--- config.mk ---
export PLATFORM = sky130hd
export DESIGN_NAME = baud_control
export DESIGN_NICKNAME = d
export VERILOG_FILES = /design/src/rtl/baud_control.sv
export SDC_FILE = /design/constraint.sdc
export NUM_CORES = 1
export LEC_CHECK = 0
export CORE_ASPECT_RATIO = 0.8
export CORE_UTILIZATION = 45
export DETAILED_ROUTE_END_ITERATION = 8
export PLACE_DENSITY = 0.61
export SETUP_SLACK_MARGIN = 0.4
export SYNTH_ARGS = -nofsm -noshare
export SYNTH_HDL_FRONTEND = slang
export SYNTH_SLANG_ARGS = --single-unit
export TNS_END_PERCENT = 5
--- constraint.sdc ---
create_clock -name clk -period 2.4 [get_ports clk]
set_input_delay 0.72 -clock clk [delete_from_list [all_inputs] [get_ports clk]]
set_output_delay 0.72 -clock clk [all_outputs]
set_load 0.005 [all_outputs]
--- src/rtl/baud_control.sv ---
// baud_control: divides clk by a BC-selected divisor and emits a one-cycle ena pulse per baud period
module baud_control #(
  parameter int CNT_W = 9
) (
  input  logic       clk,
  input  logic       rst,
  input  logic [2:0] BC,
  output logic       ena
);
  logic [2:0]       bc_q;
  logic [CNT_W-1:0] cnt;
  logic [CNT_W-1:0] div_m1;
  always_comb
    div_m1 = bc_q == 3'b001 ? CNT_W'(216) :
             bc_q == 3'b010 ? CNT_W'(108) :
             bc_q == 3'b011 ? CNT_W'(71)  :
             bc_q == 3'b100 ? CNT_W'(35)  : CNT_W'(433);
  // a select change restarts the period and suppresses any coincident pulse
  always_ff @(posedge clk or posedge rst)
    if (rst) begin
      bc_q <= '0;
      cnt  <= '0;
      ena  <= 1'b0;
    end else if (BC != bc_q) begin
      bc_q <= BC;
      cnt  <= '0;
      ena  <= 1'b0;
    end else if (cnt == div_m1) begin
      cnt <= '0;
      ena <= 1'b1;
    end else begin
      cnt <= cnt + 1'b1;
      ena <= 1'b0;
    end
endmodule

* Word level (Yosys, flattened, before mapping)
Cells that the tools add are included.
** Cells by class
- Eq/ne operators :: 6
- Add/sub/neg operators :: 1
- Multiplexer cells :: 8
** Operators by type and width (number)
- $mux 9 :: 6
- $add 9x1->9 const B :: 1
- $eq 9x9->1 :: 1
- $eq 3x2->1 const B :: 2
- $eq 3x1->1 const B :: 1
- $eq 3x3->1 const B :: 1
- $ne 3x3->1 :: 1
- $mux 1 :: 2
** Storage, ports and cells
- Logic and storage cells :: 18
- Flip-flop bits (word level) :: 13
- Output and inout port bits :: 1
- Input bits :: 5

* Depth between registers and ports, before layout
Gate-level depths: netlist of the first run.
- Depth in word-level cells :: 8
- Gate-level depth with buffers :: 7
- Gate-level depth less buffers :: 5

* Least setup slack after synthesis of the first run
OpenSTA, ideal clock, no wires.
- Path type :: input-to-reg
- From :: input BC[2]
- To :: register ena
- Arrival time :: 1.659 ns
- Setup time :: 0.069 ns
- Buffers on the path :: 0
- Setup slack :: 0.673 ns
- Stages on the path :: 3
- Path through :: xor2_1 > nor3_1 > and3_1
** Between the ends
- Longest elaborated chain between the ends :: 2
** Ends and longest elaborated chain
- start, declared :: line 7 : input logic [2:0] BC,
- $ne 3x3->1 :: line 24 : end else if (BC != bc_q) begin
- $mux 1 :: line 24
- end signal, assigned :: line 23 : ena <= 1'b0;
- end signal, assigned :: line 27 : ena <= 1'b0;
- end signal, assigned :: line 30 : ena <= 1'b1;
- end, declared :: line 8 : output logic ena
Every way passes these cells.
A chain may end at the register's enable or synchronous reset.

* Worst setup path after layout of the first run
- From :: register bc_q[1]
- To :: register ena
** Between the ends
- Longest elaborated chain between the ends :: 8
- Elaborated cells between the ends (all ways) :: 12
** Ends and longest elaborated chain
- start, declared :: line 10 : logic [2:0] bc_q;
- start signal, assigned :: line 21 : bc_q <= '0;
- start signal, assigned :: line 25 : bc_q <= BC;
- $eq 3x3->1 :: line 17 : bc_q == 3'b100 ? CNT_W'(35) : CNT_W'(433);
- $mux 9 :: line 17
- $mux 9 :: line 16 : bc_q == 3'b011 ? CNT_W'(71) :
- $mux 9 :: line 15 : bc_q == 3'b010 ? CNT_W'(108) :
- $mux 9 :: line 14 : div_m1 = bc_q == 3'b001 ? CNT_W'(216) :
- $eq 9x9->1 :: line 28 : end else if (cnt == div_m1) begin
- $mux 1 :: line 28
- $mux 1 (*) :: line 24
Mark *: on every way between the ends. The rest lies on a longest branch, timed or not.

==> results of run 1 <==
## layout by cell type (no fill, tap or decap), types with 2 or more instances in the layout
cell	synthesis	routed
a21oi_1	13	13
dfrtp_1	13	13
nand2_1	12	12
xnor2_1	6	6
xor2_1	5	5
nand3_1	5	5
clkdlybuf4s50_1	0	5
inv_1	4	4
nand2b_1	3	3
nor3_1	3	3
and3_1	3	3
clkbuf_4	0	3
nor2_1	2	2
buf_4	1	2
## metrics by stage
step | hold WS (ns) | instance area [µm²] | std cells | power, µW
floorplan | 0.5764 | 878.3 | 98 | 272.4
global placement | 0.6422 | 920.9 | 119 | 285.0
detailed placement | 0.6263 | 920.9 | 119 | 286.7
CTS | 0.6512 | 947.2 | 123 | 419.3
global route | 0.6951 | 948.4 | 123 | 433.9
finish | 0.6523 | 948.4 | 123 | 419.0
## cell families (layout without fill, tap and decap cells)
family / Yosys count / count (layout) / share of synthesized area (%)
DFF: 13 / 13 / 37.04
adders and majority gates: 1 / 1 / 1.424
AOI/OAI and AO/OA: 23 / 23 / 19.09
xor gates and xnor gates: 11 / 11 / 10.97
buffers and inverters: 12 / 15 / 7.406
and+or+nand+nor: 38 / 38 / 24.08
## area by class of cell
cell class                      count  area (µm²)  area share, %
Timing Repair Buffer                7       65.06          6.860
Multi-Input combinational cell     73       489.2          51.58
Sequential cell                    13       325.3          34.30
Inverter                            4       15.01          1.583
Clock buffer                        4       26.28          2.770
Tap cell                           22       27.53          2.902
## what timing repair did
action	4_1_cts	5_1_grt
setup endpoints to repair	0	10
endpoints found under the hold margin	0	0
resized for setup	0	1
## sequential cells by signal, summed over array words and instances, names as in the netlist
name,flops
cnt,9
bc_q,3
ena,1
## critical path: stages, from the launching register on
cell and delay, ns:
dfrtp_1 0.54, nand2b_2 0.27, or3_1 0.33, a21oi_1 0.14, o2111a_2 0.35, and3_1 0.18
## routing by layer
layer	up-vias	track usage, %	wire length, µm
li1	346	-	-
met1	328	26.98	885
met2	13	26.49	735
met3	5	3.297	60
met4	0	9.730	41
met5	-	0	0
## where the power goes
part / total (µW) / switching (µW) / internal (µW)
Combinational: 47.0 / 23.5 / 23.4
Clock: 137 / 72.2 / 64.5
Sequential: 235 / 12.4 / 223
## final timing paths
kind | endpoint | slack (ns) | depth (start not counted)
max | ena$_DFF_PP0_ | 0.54 | 5
min | cnt[7]$_DFF_PP0_ | 0.65 | 3
max reg2reg | ena$_DFF_PP0_ | 0.54 | 5
min reg2reg | cnt[7]$_DFF_PP0_ | 0.65 | 3
max in group asynchronous | bc_q[1]$_DFFE_PP0N_ | 1.34 | 2
min in group asynchronous | ena$_DFF_PP0_ | 0.74 | 2
==> qor.csv, run 1 <==
metric;value;unit
arrival;2.09;ns
die_w;51.40;µm
ys_warn_count;0;
setup_viol;0;
clock_tree.buffer_depth;2;
grt_pass1_vias;656;
clock_sinks;13;
final_layout_size_suffix_gt1_share;13.86;%
leakagePower;0.0003927;µW
antenna_left;0;
cp_max_fo;11;
end_kind;flop;
fillers;165;
netlist_instances;98;
floorplan.initialDensity;50.94;%
dieArea;0.002134;mm²
gp_congestion;0.8058;
synth_fp_nets;104;
rows;13;
worst_setup_path_start_kind;flop;
route.vias.total;692;
fin_crit;1.863;ns
ys_async_sr_fraction;100.0;%
wl;1.722;mm
peakVddDrop;0.0003419;V
synth_edf_count;0;
grt_overflow;0;
min_from;cnt[7]$_DFF_PP0_;
max_freq;0.5367;GHz
path_clk_slew;0.08;ns
fin_crit_sh;77.63;%
cts_inserted_buffers;3;
worstSetupStartpoint;bc_q[1]$_DFFE_PP0N_;
via_per_inst;5.626;
syn_area_per_cell;8.963;µm²
ctsHoldBuffers;0;
diodes;0;
relSlewSlack;68.33;%
h-tree-depth;1;
status;complete, no violations;
r2r-start;bc_q[1]$_DFFE_PP0N_;
crit_required;2.62;ns
synth.area.top_cells;dfrtp_1 (37%), a21oi_1 (7.4%), xnor2_1 (6.0%), nand2_1 (5.1%), xor2_1 (5.0%);
fin_nets;108;
port_buffers;5;
hold_class;flop to flop;
drc;0;
synth_top_area_share;37.04;%
finalSetupTns;0;ns
drtIter0Drc;21;
grt_max_degree;14;
hpwlAfterDp;1.225;mm
rsz0062_at_grt;no;
yosys.area.top_type;dfrtp_1;
yosysSeqAreaShare;37.04;%
antenna_found_initial;0;
grt_pass1_wl;2.973;mm
finalWorstSetupSlack;0.5368;ns
yosys-top-cells-count;a21oi_1 (13), dfrtp_1 (13), nand2_1 (12);
die_h;41.52;µm
wl_per_cell;14.00;µm
drv_slew;0;
firstDrtPassIters;4;
hold_viol;0;
cts_tree;built;
fin_skew;0.005505;ns
area_growth;7.977;%
worstMarginPinSlew;0.4750;ns
drv_cap;0;
pre_cts_ws;0.4234;ns
grt_use_total;18.72;%
power_density;441.8;mW/mm²
crit_type;flop to flop;
synth-seq-cells;13;
post-cts-setup-buffers;0;
synth_ff_type;dfrtp_1;
clock_latency;0.28;ns
synth_cell_type_count;36;
cts-root-buf;clkbuf_4;
utilization;55.01;%
pin_count;6;
design.core.area;0.001724;mm²
syn-cell-area;878.3;µm²
Power figures use the tool's default switching activity.
==> inputs of run 2 (changes only) <==
Settings changed: PLACE_DENSITY 0.61 to 0.63.
Clock period 2.4 ns to 1.6 ns, I/O delays scaled along.
==> run 2 against run 1 <==
  * Largest cell class unchanged
  * Non-clock buffer count up 24
  * Critical path type unchanged
  * The run now ends with setup timing left
  * Register-to-register slack worse by 0.63 ns
  * Sequential share of layout area decreased by 6.7 points
==> qor.csv, run 2 (synthesized netlist as in run 1, its figures left out) <==
metric;value;unit
status;finished with violations;
violations;setup timing;
h-tree-depth;1;
worst_setup_path_start_kind;flop;
hold_viol;0;
fin_nets;133;
path_clk_slew;0.08;ns
max_flop_register;cnt;
ctsHoldBuffers;0;
worstMarginPinSlew;0.4825;ns
r2r-start;bc_q[0]$_DFFE_PP0N_;
rr_worst_depth;6;
largestRegisters;cnt (9), bc_q (3), ena (1);
layout_common_cells;buf_4 (23), nand2_1 (12), dfrtp_1 (11);
seq_power_share;51.4;%
clock_latency;0.27;ns
cts-root-buf;clkbuf_4;
clock_tree.buffer_depth;2;
wl_met1;1.036;mm
area_growth;35.04;%
end_kind;flop;
port_buffers;5;
rsz0062_at_grt;yes;
utilization;68.80;%
grt_max_degree;14;
grt_pass1_wl;3.850;mm
via_per_inst;5.534;
final_layout_size_suffix_gt1_share;35.71;%
crit_type;flop to flop;
wl_met2;1.043;mm
max_freq;0.5901;GHz
grt_overflow;0;
pre_cts_ws;-0.1433;ns
setup_viol;10;
wl_per_cell;14.82;µm
reg2reg_slack;-0.09;ns
p_sw;166.7;µW
floorplan.initialDensity;50.94;%
cts_tree;built;
cts_inserted_buffers;3;
fin_crit;1.695;ns
grt_pass1_vias;826;
design.core.area;0.001724;mm²
fillers;139;
fin_crit_sh;105.9;%
peakVddDrop;0.0005930;V
antenna_left;0;
finalWorstSetupSlack;-0.09469;ns
top_layer;met4;
hold_class;input pin to async pin;
wl;2.194;mm
drv_cap;0;
pin_count;6;
final_common_cell;buf_4;
largest_register_ffs;9;
drv_slew;0;
clock_sinks;13;
grt_use_total;24.48;%
timing.rr.end;cnt[8]$_DFF_PP0_;
comb_power_share;19.1;%
die_w;51.40;µm
fin_skew;0.003338;ns
swShare;25.08;%
leakagePower;0.0005318;µW
die_h;41.52;µm
route.vias.total;819;
rows;13;
wl_met3;102;µm
firstDrtPassIters;4;
drtIter0Drc;23;
clkPwrFrac;29.6;%
antenna_found_initial;0;
power_density;560.4;mW/mm²
dieArea;0.002134;mm²
cp_max_fo;5;
relSlewSlack;67.80;%
gp_congestion;0.8699;
crit_required;1.75;ns
drc;0;
hpwlAfterDp;1.467;mm
arrival;1.84;ns
diodes;0;
worstSetupStartpoint;bc_q[0]$_DFFE_PP0N_;
report.power.total;664.7;µW
p_int;498.0;µW
## run 2: changes by cell type in the layout (fill, tap and decap cells not counted), moves of 2 or more
| cell | before | now |
|---|---|---|
| a21oi_2 | 1 | 4 |
| dfrtp_1 | 13 | 11 |
| buf_6 | 0 | 2 |
| buf_4 | 2 | 23 |
| a21oi_1 | 13 | 10 |
| dfrtp_2 | 0 | 2 |
## run 2: routing by layer
metal / up-vias / track usage (%)
met4: 0 / 6.486
li1: 401 / -
met2: 14 / 37.14
met3: 2 / 4.396
met5: - / 0
met1: 402 / 35.75
## run 2: what timing repair did
| action | in CTS | in global routing |
|---|---|---|
| setup buffers | 3 | 2 |
| cloned | 1 | 0 |
| endpoints found under the setup margin | 11 | 11 |
| resized for setup | 12 | 3 |
| pin swaps | 3 | 4 |
## run 2: cell type report
type	count	area [µm²]	share of cell area (%)
multi-input combinational	74	529.3	44.62
sequential	13	327.8	27.64
clock buffer	4	26.28	2.215
inverter	4	15.01	1.266
tap	22	27.53	2.321
timing repair buffer	31	260.3	21.94
## run 2: power groups by stage
stage          clock (µW)  combinational, µW  sequential, µW
3_5_place_dp            0               98.6             351
5_1_grt               223                139             342
4_1_cts               207                118             342
2_1_floorplan           0               61.7             348
3_3_place_gp            0               97.7             351
6_report              197                127             341
## run 2: worst max-delay path by stage
stage | endpoint | slack (ns) | cells past startpoint
2_1_floorplan | ena$_DFF_PP0_ | -0.05 | 6
3_3_place_gp | ena$_DFF_PP0_ | -0.11 | 6
3_5_place_dp | cnt[5]$_DFF_PP0_ | -0.14 | 6
4_1_cts | ena$_DFF_PP0_ | -0.08 | 6
5_1_grt | cnt[6]$_DFF_PP0_ | -0.16 | 6
6_report | cnt[8]$_DFF_PP0_ | -0.09 | 6
## run 2: metrics by stage
step,TNS (ns),hold WS (ns),cell area (µm²),cells
finish,-0.7001,0.5207,1186,148
floorplan,-0.2452,0.3570,882.1,98
global route,-1.354,0.5872,1186,148
CTS,-0.3489,0.5321,1155,146
global placement,-0.9261,0.6343,1064,138
detailed placement,-1.246,0.6387,1064,138
## run 2: worst max-delay path, cell delays in order (launching register included)
cell	delay [ns]
dfrtp_2	0.44
buf_12	0.14
buf_4	0.13
nor4b_1	0.37
a21oi_2	0.13
o22ai_4	0.26
a21oi_1	0.11
